[src/rtl/wb_arb_pkg.sv]
// Shared types for the two-master Wishbone memory arbiter.
// State encoding doubles as the one-hot grant vector {M1,M0}.
package wb_arb_pkg;

  typedef enum logic [1:0] {
    IDLE = 2'b00,
    OWN0 = 2'b01,
    OWN1 = 2'b10
  } arb_state_t;

  typedef logic [1:0] gnt_t;

  localparam logic M0 = 1'b0;
  localparam logic M1 = 1'b1;

endpackage

[src/rtl/wb_arb_timeout.sv]
// Stall watchdog: counts strobe cycles without ack and flags a bus error
// for the owning master after TIMEOUT_CYCLES.
module wb_arb_timeout
  import wb_arb_pkg::*;
#(
  parameter int TIMEOUT_CYCLES = 16
) (
  input  logic clk,
  input  logic reset,
  input  logic s_cyc,
  input  logic s_stb,
  input  logic s_ack,
  input  gnt_t gnt,
  output logic expire,
  output gnt_t err
);

  localparam int CW = $clog2(TIMEOUT_CYCLES + 1);

  logic [CW-1:0] cnt;
  logic          active;

  assign active = s_cyc & s_stb & ~s_ack;
  assign expire = active && (cnt == CW'(TIMEOUT_CYCLES - 1));

  // Ownership always passes through IDLE (s_cyc low), so an owner change
  // clears the count via the !active term.
  always_ff @(posedge clk) begin
    if (!reset) begin
      cnt <= '0;
      err <= '0;
    end else begin
      err <= expire ? gnt : gnt_t'(2'b00);
      if (!active || expire)
        cnt <= '0;
      else
        cnt <= cnt + 1'b1;
    end
  end

endmodule

[src/rtl/wb_mem_arbiter.sv]
// Two-master Wishbone classic arbiter (core M0, host/loader M1) in front of the
// memory controller. Optional stall timeout enabled by defining ARB_TIMEOUT_EN.
module wb_mem_arbiter
  import wb_arb_pkg::*;
#(
  parameter int AW             = 32,
  parameter int DW             = 32,
  parameter int TIMEOUT_CYCLES = 16
) (
  input  logic          clk,
  input  logic          reset,
  input  logic          m0_cyc,
  input  logic          m0_stb,
  input  logic          m0_we,
  input  logic [AW-1:0] m0_adr,
  input  logic [DW-1:0] m0_dat_i,
  output logic [DW-1:0] m0_dat_o,
  output logic          m0_ack,
  output logic          m0_err,
  input  logic          m1_cyc,
  input  logic          m1_stb,
  input  logic          m1_we,
  input  logic [AW-1:0] m1_adr,
  input  logic [DW-1:0] m1_dat_i,
  output logic [DW-1:0] m1_dat_o,
  output logic          m1_ack,
  output logic          m1_err,
  output logic          s_cyc,
  output logic          s_stb,
  output logic          s_we,
  output logic [AW-1:0] s_adr,
  output logic [DW-1:0] s_dat_o,
  input  logic [DW-1:0] s_dat_i,
  input  logic          s_ack,
  output gnt_t          gnt
);

  if (TIMEOUT_CYCLES < 1) begin : g_bad_timeout
    $error("TIMEOUT_CYCLES must be at least 1");
  end

  arb_state_t state, state_nxt;
  logic       last, last_nxt;
  logic [1:0] blk;
  logic [1:0] req;
  logic       expire;
  gnt_t       err;

  assign gnt = gnt_t'(state);
  assign req = {m1_cyc & ~blk[1], m0_cyc & ~blk[0]};

  always_comb begin
    state_nxt = state;
    last_nxt  = last;
    case (state)
      IDLE: begin
        if (req[0] && (!req[1] || last == M1)) begin
          state_nxt = OWN0;
          last_nxt  = M0;
        end else if (req[1]) begin
          state_nxt = OWN1;
          last_nxt  = M1;
        end
      end
      OWN0:    if (!m0_cyc || expire) state_nxt = IDLE;
      OWN1:    if (!m1_cyc || expire) state_nxt = IDLE;
      default: state_nxt = IDLE;
    endcase
  end

  // A timed-out master stays blocked until its cyc is seen low once.
  always_ff @(posedge clk) begin
    if (!reset) begin
      state <= IDLE;
      last  <= M1;
      blk   <= 2'b00;
    end else begin
      state <= state_nxt;
      last  <= last_nxt;
      for (int n = 0; n < 2; n++) begin
        if (expire && gnt[n])
          blk[n] <= 1'b1;
        else if (!(n == 0 ? m0_cyc : m1_cyc))
          blk[n] <= 1'b0;
      end
    end
  end

  always_comb begin
    s_cyc   = 1'b0;
    s_stb   = 1'b0;
    s_we    = 1'b0;
    s_adr   = '0;
    s_dat_o = '0;
    if (gnt[0]) begin
      s_cyc   = m0_cyc;
      s_stb   = m0_stb;
      s_we    = m0_we;
      s_adr   = m0_adr;
      s_dat_o = m0_dat_i;
    end else if (gnt[1]) begin
      s_cyc   = m1_cyc;
      s_stb   = m1_stb;
      s_we    = m1_we;
      s_adr   = m1_adr;
      s_dat_o = m1_dat_i;
    end
  end

  assign m0_ack   = s_ack & gnt[0];
  assign m1_ack   = s_ack & gnt[1];
  assign m0_dat_o = gnt[0] ? s_dat_i : '0;
  assign m1_dat_o = gnt[1] ? s_dat_i : '0;

`ifdef ARB_TIMEOUT_EN
  wb_arb_timeout #(
    .TIMEOUT_CYCLES(TIMEOUT_CYCLES)
  ) u_timeout (
    .clk   (clk),
    .reset (reset),
    .s_cyc (s_cyc),
    .s_stb (s_stb),
    .s_ack (s_ack),
    .gnt   (gnt),
    .expire(expire),
    .err   (err)
  );
`else
  assign expire = 1'b0;
  assign err    = 2'b00;
`endif

  assign m0_err = err[0];
  assign m1_err = err[1];

endmodule

[config.mk]
export PLATFORM = sky130hd
export DESIGN_NAME = wb_mem_arbiter
export DESIGN_NICKNAME = d
export VERILOG_FILES = /design/src/rtl/wb_arb_pkg.sv /design/src/rtl/wb_arb_timeout.sv /design/src/rtl/wb_mem_arbiter.sv
export SDC_FILE = /design/constraint.sdc
export NUM_CORES = 1
export LEC_CHECK = 0
export ABC_AREA = 1
export BUFFER_PORTS_ARGS = -buffer_cell sky130_fd_sc_hd__buf_2
export CAP_MARGIN = 10
export CORE_AREA = 2 2 119 121
export CTS_BUF_LIST = sky130_fd_sc_hd__clkbuf_8
export CTS_CLUSTER_DIAMETER = 100
export DETAILED_ROUTE_END_ITERATION = 6
export DIE_AREA = 0 0 121 123
export SLEW_MARGIN = 0
export SYNTH_ARGS = -nofsm -noshare
export SYNTH_HDL_FRONTEND = slang
export SYNTH_HIERARCHICAL = 1
export SYNTH_SLANG_ARGS = --single-unit
export TNS_END_PERCENT = 100
[constraint.sdc]
create_clock -name clk -period 1 [get_ports clk]
set_input_delay 0.05 -clock clk [delete_from_list [all_inputs] [get_ports clk]]
set_output_delay 0.05 -clock clk [all_outputs]
set_load 0.02 [all_outputs]
==> summary.txt, run 1 <==
Outcome
  • Status: finished, violations left
  • Violated checks: negative setup slack

Setup path
  • Class of the most critical setup path: flip-flop to output pin
  • Critical path launch point type: flip-flop
  • Number of buffers and inverters on the critical path: 3
  • Data arrival time of the critical path: 1.32 ns
  • Origin of the critical flop-to-flop path: gnt[0]$_SDFFE_PN0P_
  • Type of element capturing the critical path: output pin
  • Ordered cell list for the critical path: nor2_4 > buf_12 > clkbuf_16 > a22o_1 > buf_6
  • Start point of the critical path: gnt[0]$_SDFFE_PN0P_
  • Maximum fanout along the worst path: 14
  • Data required, critical path: 0.95 ns
  • Largest delay share family, worst path: buffers and inverters
  • Critical path's slowest cell: sky130_fd_sc_hd__dfxtp_4
  • Delay of the slowest cell on the worst path: 0.35 ns

Route
  • Routed via count: 2833
  • ANT nets after route: 0
  • Post-DR vias/cell: 3.83
  • Initial DRC Count: 63
  • Wirelength per Cell: 13.1 um
  • Total length of routed wires: 9660 um
  • Drt drc: 0
  • First drt pass iteration count: 4

Clock tree
  • Clock Root Buffer: sky130_fd_sc_hd__clkbuf_8
  • Count of clock tree sinks: 3
  • Num CTS Buffers: 3
  • TritonCTS clock tree: built
  • Total number of H-tree levels: 1
  • Hold bufs inserted after CTS: 0
  • Max Buffers Root-to-Sink: 2
  • Clock transition at path regs: 0.03 ns
  • Clock latency at the later pin of the worst-skew pair: 0.22 ns

Cells and area
  • Final non-filler cell total: 739
  • Final Net Count: 729
  • Proportion of layout cells with a drive suffix above 1: 77.5%
  • Leading cell type in the layout, fill and taps excluded: sky130_fd_sc_hd__buf_2
  • Count of antenna diodes in the layout: 0
  • Area growth from synthesis to final layout: 215%
  • Number of fillers in the final layout: 1424
  • Top library cells by usage in the layout, fill and taps aside: sky130_fd_sc_hd__buf_2 (212), sky130_fd_sc_hd__buf_6 (79), sky130_fd_sc_hd__nand2_1 (47), sky130_fd_sc_hd__a22o_1 (36)

Placed design
  • Number of buffer cells added on primary ports: 303
  • Final GP Congestion: 0.716
  • Pre-CTS setup slack: -0.161 ns
  • Post-DP HPWL: 7470 um
  • Inst Count DP: 729

Global route
  • Largest net degree at the start of global routing: 60
  • Initial antenna violation count: 1
  • Overall routing resource usage: 10.3%
  • Via count of the first global-routing pass: 2324
  • Global-route wire length before repair: 12000 um
  • Global route total overflow: 0

Timing
  • Accumulated negative setup slack: -38.94 ns
  • Number of hold violations in the final report: 0
  • Setup repair after global routing missed its margin: yes
  • Worst Slack Setup Final: -0.367 ns
  • Time the final worst path needs with I/O delays and setup: 1.37 ns
  • Post-route clock period utilization: 137%
  • Final count of negative-setup-slack endpoints: 137
  • Maximum operating frequency: 0.732 GHz
  • Max Clock Skew: 0.000419 ns
  • Final max-slew violation count: 0

Die
  • Initial core utilization: 10.1%
  • Row cnt: 43
  • Placeable core region: 13600 um^2
  • Die width: 121 um
  • Die Area: 14900 um^2
  • Chip height: 123 um
  • Count of boundary I/O pins: 306

Synth
  • #FFs+latches synth: 3
  • Syn_area_per_cell: 5.59 um^2
  • Synthesized area: 1370 um^2
  • Share of synthesized area occupied by flip-flops and latches: 4.38%
  • Count of cell types in the netlist: 15
  • Number of cells produced by synthesis: 245
  • Synth Warn #: 6

Power and ir drop
  • Power Density: 770 nW/um^2
  • Leakage component of the power: 2.85 nW
  • Peak supply drop: 0.343 mV

Min path
  • HP Class: primary input to flip-flop
  • Launch instance of the worst min-delay path: reset

Run
  • Max-capacitance violation count: 0
## logic make-up after synthesis
| kind of cell | Yosys count | synth area share (%) |
|---|---|---|
| AO/OA/AOI/OAI | 69 | 43.3 |
| buffers and inverters | 94 | 30.0 |
| flip-flops | 3 | 4.38 |
| other | 1 | 0.274 |
| AND/OR/NAND/NOR | 78 | 22.0 |
## Yosys cell counts
cell type | instances | area [um^2]
sky130_fd_sc_hd__buf_6 | 4 | 45.0
sky130_fd_sc_hd__a22o_1 | 66 | 578
sky130_fd_sc_hd__o21ai_0 | 1 | 5.00
sky130_fd_sc_hd__dfxtp_1 | 3 | 60.1
sky130_fd_sc_hd__nand2_1 | 74 | 278
sky130_fd_sc_hd__nand3_1 | 1 | 5.00
sky130_fd_sc_hd__nor2_1 | 2 | 7.51
sky130_fd_sc_hd__buf_2 | 14 | 70.1
sky130_fd_sc_hd__conb_1 | 1 | 3.75
sky130_fd_sc_hd__clkbuf_1 | 3 | 11.3
sky130_fd_sc_hd__buf_4 | 3 | 22.5
sky130_fd_sc_hd__inv_2 | 1 | 3.75
sky130_fd_sc_hd__nor2_4 | 1 | 11.3
sky130_fd_sc_hd__a21oi_1 | 2 | 10.0
sky130_fd_sc_hd__inv_1 | 69 | 259
## layer usage
metal / wire length [um] / track usage [%] / vias up
met3: 940 / 4.29 / 4
met1: 3580 / 11.7 / 1246
met5: 13 / 0 / -
met4: 16 / 0.799 / 2
met2: 5120 / 18.6 / 171
li1: - / - / 1410
## sequential cells by signal, summed over array words and instances (netlist names)
name  count
gnt       2
last      1
## layout make-up
class                      count  area (um^2)  area share [%]
clock buffer                   3         41.3           0.956
clock inverter                 1         3.75          0.0869
inverter                      70          265            6.14
multi-input combinational    149         1290            29.8
sequential                     3         67.6            1.56
tap                          180          225            5.22
timing repair buffer         333         2430            56.2
## report_power, final
part,switching (mW),internal [mW]
Sequential,0.0121,0.133
Clock,0.0810,0.261
Combinational,1.41,1.42
## per-stage QoR
step                power, mW  area, um^2  hold WS [ns]  util (%)
floorplan                1.47        1660         0.135         -
global placement         2.42        3480         0.272      25.6
detailed placement       2.42        3480         0.279      25.6
CTS                      3.09        3890        0.0477      28.6
global route             3.54        4320        0.0498      31.7
finish                   3.33        4320        0.0535      31.7
## timing repair
action	4_1_cts	5_1_grt
pin swaps	0	1
resized for setup	109	113
endpoints found under the hold margin	0	0
gates cloned	1	3
endpoints found under the setup margin	137	138
setup buffers	1	1
## path summary, 6_finish.rpt
check                             end  slack, ns  depth (start not counted)
hold reg to reg     last$_SDFFE_PN1P_       0.47                          2
setup reg to reg  gnt[1]$_SDFFE_PN0P_      -0.14                          7
setup / recovery           s_dat_o[7]      -0.37                          5
hold / removal      last$_SDFFE_PN1P_       0.05                          2
No activity file was read; power rests on OpenSTA's default activity.
==> run 2, diff against run 1 <==
--- a/config.mk
+++ b/config.mk
@@ -8,11 +8,11 @@
 export ABC_AREA = 1
 export BUFFER_PORTS_ARGS = -buffer_cell sky130_fd_sc_hd__buf_2
 export CAP_MARGIN = 10
-export CORE_AREA = 2 2 119 121
+export CORE_AREA = 2 2 120 122
 export CTS_BUF_LIST = sky130_fd_sc_hd__clkbuf_8
 export CTS_CLUSTER_DIAMETER = 100
 export DETAILED_ROUTE_END_ITERATION = 6
-export DIE_AREA = 0 0 121 123
+export DIE_AREA = 0 0 122 124
 export SLEW_MARGIN = 0
 export SYNTH_ARGS = -nofsm -noshare
 export SYNTH_HDL_FRONTEND = slang
==> constraint.sdc (replaced) <==
create_clock -name clk -period 1.6 [get_ports clk]
set_input_delay 0.08 -clock clk [delete_from_list [all_inputs] [get_ports clk]]
set_output_delay 0.08 -clock clk [all_outputs]
set_load 0.02 [all_outputs]
==> summary.txt, run 2 (synthesis results as in run 1) <==
Clock tree
  • Count of clock tree sinks: 3 (unchanged)
  • Hold bufs inserted after CTS: 0 (unchanged)
  • Post-CTS Resized: 0 (-100%)
  • Num CTS Buffers: 3 (unchanged)
  • TritonCTS clock tree: built
  • Max Buffers Root-to-Sink: 2 (unchanged)
  • Clock Root Buffer: sky130_fd_sc_hd__clkbuf_8
  • Total setup buffers inserted after CTS: 0 (-1)
  • Clock latency at the later pin of the worst-skew pair: 0.22 ns (about the same)
  • Clock transition at path regs: 0.03 ns (about the same)
  • Total number of H-tree levels: 1 (unchanged)

Die
  • Count of boundary I/O pins: 306 (unchanged)
  • Initial core utilization: 9.99% (-0.079 points)
  • Row cnt: 43 (unchanged)
  • Die Area: 15100 um^2 (+1.6%)
  • Chip height: 124 um (+0.81%)
  • Die width: 122 um (+0.83%)
  • Placeable core region: 13700 um^2 (+0.79%)

Cells and area
  • Multi-input logic area: 902 um^2 (-30%)
  • Number of fillers in the final layout: 1575 (+11%)
  • Final Net Count: 704 (-3.4%)
  • Final core area utilization: 22.5% (-9.2 points)
  • Leading cell type in the layout, fill and taps excluded: sky130_fd_sc_hd__buf_2
  • Largest register FFs: 2 (unchanged)
  • Area growth from synthesis to final layout: 126%
  • FF/Latch Area: 63.8 um^2 (-5.6%)
  • Top library cells by usage in the layout, fill and taps aside: sky130_fd_sc_hd__buf_2 (303), sky130_fd_sc_hd__nand2_1 (74), sky130_fd_sc_hd__inv_1 (70), sky130_fd_sc_hd__a22o_1 (66)
  • Proportion of layout cells with a drive suffix above 1: 58.8% (-19 points)

Min path
  • End point of the most critical hold path: last$_SDFFE_PN1P_
  • HP Class: primary input to flip-flop
  • Cells on Worst Hold Path: 2 (unchanged)
  • Launch instance of the worst min-delay path: reset

Global route
  • Global-route wire length before repair: 12900 um (+7.8%)
  • Via count of the first global-routing pass: 2422 (+4.2%)
  • Largest net degree at the start of global routing: 68 (+13%)
  • Initial antenna violation count: 2 (+1)
  • Global route total overflow: 0 (unchanged)
  • Overall routing resource usage: 11.1% (+0.88 points)

Power and ir drop
  • Power consumption: 1.57 mW (-53%)
  • Power Density: 508 nW/um^2 (-34%)
  • Peak supply drop: 0.170 mV (-50%)
  • Leakage component of the power: 2.43 nW (-15%)

Timing
  • Final count of negative-setup-slack endpoints: 0 (-100%)
  • Maximum operating frequency: 0.663 GHz
  • Number of hold violations in the final report: 0 (unchanged)
  • Post-route clock period utilization: 94.3%
  • Final max-slew violation count: 0 (unchanged)
  • Time the final worst path needs with I/O delays and setup: 1.51 ns
  • Accumulated negative setup slack: 0 ns (+38.94 ns)
  • Max Clock Skew: 0.00198 ns (+0.00156 ns)
  • Setup repair after global routing missed its margin: no

Setup path
  • Maximum fanout along the worst path: 67 (+53)
  • Type of element capturing the critical path: output pin
  • Data arrival time of the critical path: 1.43 ns (+0.11 ns)
  • Worst r2r dst: last$_SDFFE_PN1P_
  • Class of the most critical setup path: flip-flop to output pin
  • Origin of the critical flop-to-flop path: gnt[0]$_SDFFE_PN0P_
  • Critical path launch point type: flip-flop
  • R2R setup slack: 0.42 ns (+0.56 ns)
  • Data required, critical path: 1.52 ns (+0.57 ns)
  • R2r worst-path depth: 6 (-1)

Placed design
  • Final GP Congestion: 0.871 (+22%)
  • Number of buffer cells added on primary ports: 303 (unchanged)
  • Post-DP HPWL: 8410 um (+13%)

Route
  • Initial DRC Count: 171 (+170%)
  • Post-DR vias/cell: 3.82 (-0.26%)
  • Drt drc: 0 (unchanged)
  • Total length of routed wires: 9990 um (+3.3%)
  • Wirelength per Cell: 14.0 um (+6.8%)
  • ANT nets after route: 0 (unchanged)
  • First drt pass iteration count: 4 (unchanged)
  • Routed via count: 2734 (-3.5%)

Outcome
  • Status: finished, final reports clean

Run
  • Max-capacitance violation count: 0 (unchanged)
## run 2: cell count changes in the layout (fill, tap and decap cells not counted), sizes merged
cell / change
buf: -22
clkbuf: -3
diode: +1
## run 2: worst max-delay path by stage
stage | startpoint | end | cells after the start
3_3_place_gp | gnt[1]$_SDFFE_PN0P_ | s_dat_o[25] | 5
3_5_place_dp | gnt[1]$_SDFFE_PN0P_ | s_dat_o[25] | 5
6_report | gnt[0]$_SDFFE_PN0P_ | s_dat_o[25] | 3
5_1_grt | gnt[1]$_SDFFE_PN0P_ | s_dat_o[23] | 5
2_1_floorplan | gnt[1]$_SDFFE_PN0P_ | s_adr[0] | 6
4_1_cts | gnt[1]$_SDFFE_PN0P_ | s_dat_o[25] | 5
## run 2: critical path, cell delays in order (launching register included)
cell and delay, ns:
sky130_fd_sc_hd__dfxtp_4 0.36, sky130_fd_sc_hd__buf_12 0.24, sky130_fd_sc_hd__a22o_1 0.31, sky130_fd_sc_hd__buf_2 0.21
## run 2: layout make-up
| class | instances | area share (%) |
|---|---|---|
| Antenna cell | 1 | 0.0809 |
| Clock buffer | 3 | 1.33 |
| Clock inverter | 1 | 0.121 |
| Inverter | 70 | 8.50 |
| Multi-Input combinational cell | 149 | 29.2 |
| Sequential cell | 3 | 2.06 |
| Tap cell | 180 | 7.28 |
| Timing Repair Buffer | 308 | 51.5 |
## run 2: metrics by stage
stage	std cells	instance area, um^2	setup slack [ns]	hold slack (ns)
after floorplan	246	1370	0.260	0.165
after global placement	710	3050	0.314	0.305
after detailed placement	710	3050	0.328	0.308
after CTS	714	3090	0.0901	0.0857
after global routing	715	3090	0.0494	0.103
final	715	3090	0.0919	0.0861
## run 2: metal layers
layer / part of all wire (%) / track usage, % / routed length, um / vias to the layer above
met1: 42 / 14.3 / 4200 / 1191
met5: 0.13 / 0 / 13 / -
met2: 45 / 19.0 / 4490 / 173
met4: 1.2 / 2.30 / 123 / 2
li1: - / - / - / 1357
met3: 12 / 2.56 / 1160 / 11
## run 2: where the power goes
part           internal (mW)  leakage (nW)  switching, mW
Combinational          0.492          2.37          0.772
Clock                  0.164        0.0269         0.0544
Sequential            0.0832        0.0255        0.00631
Total                  0.739          2.43          0.833
==> run 3, diff against run 2 <==
--- a/config.mk
+++ b/config.mk
@@ -8,14 +8,17 @@
 export ABC_AREA = 1
 export BUFFER_PORTS_ARGS = -buffer_cell sky130_fd_sc_hd__buf_2
 export CAP_MARGIN = 10
-export CORE_AREA = 2 2 120 122
+export CELL_PAD_IN_SITES_DETAIL_PLACEMENT = 0
+export CELL_PAD_IN_SITES_GLOBAL_PLACEMENT = 1
+export CORE_AREA = 2 2 119 121
 export CTS_BUF_LIST = sky130_fd_sc_hd__clkbuf_8
 export CTS_CLUSTER_DIAMETER = 100
 export DETAILED_ROUTE_END_ITERATION = 6
-export DIE_AREA = 0 0 122 124
+export DIE_AREA = 0 0 121 123
+export PLACE_DENSITY_LB_ADDON = 0.1
 export SLEW_MARGIN = 0
 export SYNTH_ARGS = -nofsm -noshare
 export SYNTH_HDL_FRONTEND = slang
 export SYNTH_HIERARCHICAL = 1
 export SYNTH_SLANG_ARGS = --single-unit
-export TNS_END_PERCENT = 100
+export TNS_END_PERCENT = 1
==> summary.txt, run 3 (synthesis results as in run 1) <==
Cells and area
  • Number of fillers in the final layout: 1572 (-0.19%)
  • Final core area utilization: 22.6% (+0.059 points)
  • Largest register FFs: 2 (unchanged)
  • Area growth from synthesis to final layout: 125%
  • Top library cells by usage in the layout, fill and taps aside: sky130_fd_sc_hd__buf_2 (303), sky130_fd_sc_hd__nand2_1 (74), sky130_fd_sc_hd__inv_1 (70), sky130_fd_sc_hd__a22o_1 (66), sky130_fd_sc_hd__clkbuf_8 (3)
  • Final Net Count: 703 (-0.14%)
  • Leading cell type in the layout, fill and taps excluded: sky130_fd_sc_hd__buf_2
  • Proportion of layout cells with a drive suffix above 1: 58.7% (-0.077 points)

Die
  • Row cnt: 43 (unchanged)
  • Initial core utilization: 10.1% (+0.079 points)
  • Chip height: 123 um (-0.81%)
  • Placeable core region: 13600 um^2 (-0.78%)
  • Die width: 121 um (-0.82%)
  • Die Area: 14900 um^2 (-1.6%)
  • Count of boundary I/O pins: 306 (unchanged)

Setup path
  • R2r worst-path depth: 6 (unchanged)
  • Number of buffers and inverters on the critical path: 3 (+1)
  • Ordered cell list for the critical path: inv_2 > nor2_4 > buf_12 > a22o_1 > buf_2
  • Data arrival time of the critical path: 1.39 ns (-0.04 ns)
  • Origin of the critical flop-to-flop path: gnt[0]$_SDFFE_PN0P_
  • Worst r2r dst: last$_SDFFE_PN1P_
  • Type of element capturing the critical path: output pin
  • R2R setup slack: 0.42 ns (about the same)
  • Maximum fanout along the worst path: 67 (unchanged)
  • Class of the most critical setup path: flip-flop to output pin
  • Delay of the slowest cell on the worst path: 0.34 ns (-0.02 ns)
  • Largest delay share family, worst path: buffers and inverters
  • Critical path launch point type: flip-flop
  • Critical path's slowest cell: sky130_fd_sc_hd__dfxtp_1
  • Data required, critical path: 1.52 ns (about the same)
  • Start point of the critical path: gnt[1]$_SDFFE_PN0P_

Clock tree
  • Num CTS Buffers: 3 (unchanged)
  • Total setup buffers inserted after CTS: 0 (unchanged)
  • TritonCTS clock tree: built
  • Count of clock tree sinks: 3 (unchanged)
  • Clock transition at path regs: 0.03 ns (about the same)
  • Hold bufs inserted after CTS: 0 (unchanged)
  • Max Buffers Root-to-Sink: 2 (unchanged)
  • Post-CTS Resized: 0 (unchanged)
  • Clock Root Buffer: sky130_fd_sc_hd__clkbuf_8
  • Clock latency at the later pin of the worst-skew pair: 0.21 ns (about the same)
  • Total number of H-tree levels: 1 (unchanged)

Min path
  • HP Class: primary input to flip-flop
  • End point of the most critical hold path: last$_SDFFE_PN1P_
  • Launch instance of the worst min-delay path: reset
  • Cells on Worst Hold Path: 2 (unchanged)

Power and ir drop
  • Sequential Power Share: 6.0% (+0.3 points)
  • Gate power share: 80.0% (-0.4 points)
  • Switching portion of total power: 51.9% (-1.2 points)
  • Internal Pwr Total: 0.729 mW (-1.3%)
  • Switching component of the power: 0.785 mW (-5.8%)
  • Peak supply drop: 0.235 mV (+38%)
  • Part of the total power dissipated in the clock network: 14.0% (about the same)
  • Power consumption: 1.51 mW (-3.7%)
  • Leakage component of the power: 2.42 nW (-0.31%)
  • Power Density: 492 nW/um^2 (-3.1%)

Timing
  • Accumulated negative setup slack: 0 ns (unchanged)
  • Time the final worst path needs with I/O delays and setup: 1.47 ns (-0.0411 ns)
  • Number of hold violations in the final report: 0 (unchanged)
  • Worst Slack Setup Final: 0.133 ns (+0.0411 ns)
  • Post-route clock period utilization: 91.7% (-2.6 points)
  • WHS: 0.0912 ns (+0.00507 ns)
  • Maximum operating frequency: 0.682 GHz (+2.8%)
  • Final max-slew violation count: 0 (unchanged)
  • Setup repair after global routing missed its margin: no
  • Final count of negative-setup-slack endpoints: 0 (unchanged)
  • Max Clock Skew: 0.000447 ns (-0.00153 ns)

Route
  • Routed metal-1 wirelength: 3040 um (-28%)
  • Post-DR vias/cell: 3.71 (-3.0%)
  • Topmost layer with routed signal wires: met4
  • Total length of routed wires: 8870 um (-11%)
  • Wirelength per Cell: 12.4 um (-11%)
  • Drt drc: 0 (unchanged)
  • ANT nets after route: 0 (unchanged)
  • First drt pass iteration count: 4 (unchanged)
  • Length of routed met2 wiring: 4780 um (+6.5%)
  • Total met3 wirelength after detailed routing: 938 um (-19%)
  • Routed via count: 2647 (-3.2%)
  • Initial DRC Count: 39 (-77%)

Placed design
  • Pre-CTS setup slack: 0.271 ns (-0.0574 ns)
  • Post-DP HPWL: 7170 um (-15%)
  • Number of buffer cells added on primary ports: 303 (unchanged)
  • Final GP Congestion: 0.684 (-21%)

Outcome
  • Status: finished, final reports clean

Run
  • Max-capacitance violation count: 0 (unchanged)

Global route
  • Via count of the first global-routing pass: 2384 (-1.6%)
  • Global route total overflow: 0 (unchanged)
  • Initial antenna violation count: 1 (-1)
  • Global-route wire length before repair: 12200 um (-5.4%)
  • Overall routing resource usage: 10.4% (-0.71 points)
  • Largest net degree at the start of global routing: 68 (unchanged)
==> run 3: cell types whose count changed in the layout (fill, tap and decap cells not counted), sizes merged <==
cell  previous run  this run
buf            308       307
==> run 3: power by group through the flow <==
stage	clock [mW]	combinational, mW	sequential (mW)
floorplan	0	0.711	0.0946
global placement	0	1.23	0.0906
detailed placement	0	1.23	0.0908
CTS	0.217	1.23	0.0899
global route	0.224	1.32	0.0915
finish	0.212	1.21	0.0904
==> run 3: area by class of cell <==
type                    count  area (um^2)  area share (%)
well taps                 180          225            7.32
clock inverters             1         3.75           0.122
clock buffers               3         41.3            1.34
flip-flops and latches      3         63.8            2.07
diodes                      1         2.50          0.0813
repair buffers            307         1580            51.2
multi-input cells         149          902            29.3
inverters                  70          263            8.54
==> run 3: layer usage <==
layer	global-route usage, %	up-vias
li1	-	1351
met1	10.5	1134
met2	20.8	156
met3	2.81	6
met4	2.83	0
met5	0	-
==> run 3: worst max path at each step <==
stage / to / slack [ns] / depth (start not counted)
after detailed placement: s_stb / 0.27 / 3
after global placement: s_cyc / 0.29 / 4
after CTS: s_stb / 0.04 / 3
after global routing: s_dat_o[25] / 0.04 / 5
after floorplan: s_adr[0] / 0.26 / 6
final: s_dat_o[28] / 0.13 / 5
==> run 3: per-stage QoR <==
| stage | instances | instance area, um^2 |
|---|---|---|
| 2_1_floorplan | 246 | 1370 |
| 3_3_place_gp | 709 | 3030 |
| 3_5_place_dp | 709 | 3030 |
| 4_1_cts | 713 | 3070 |
| 5_1_grt | 714 | 3080 |
| 6_report | 714 | 3080 |
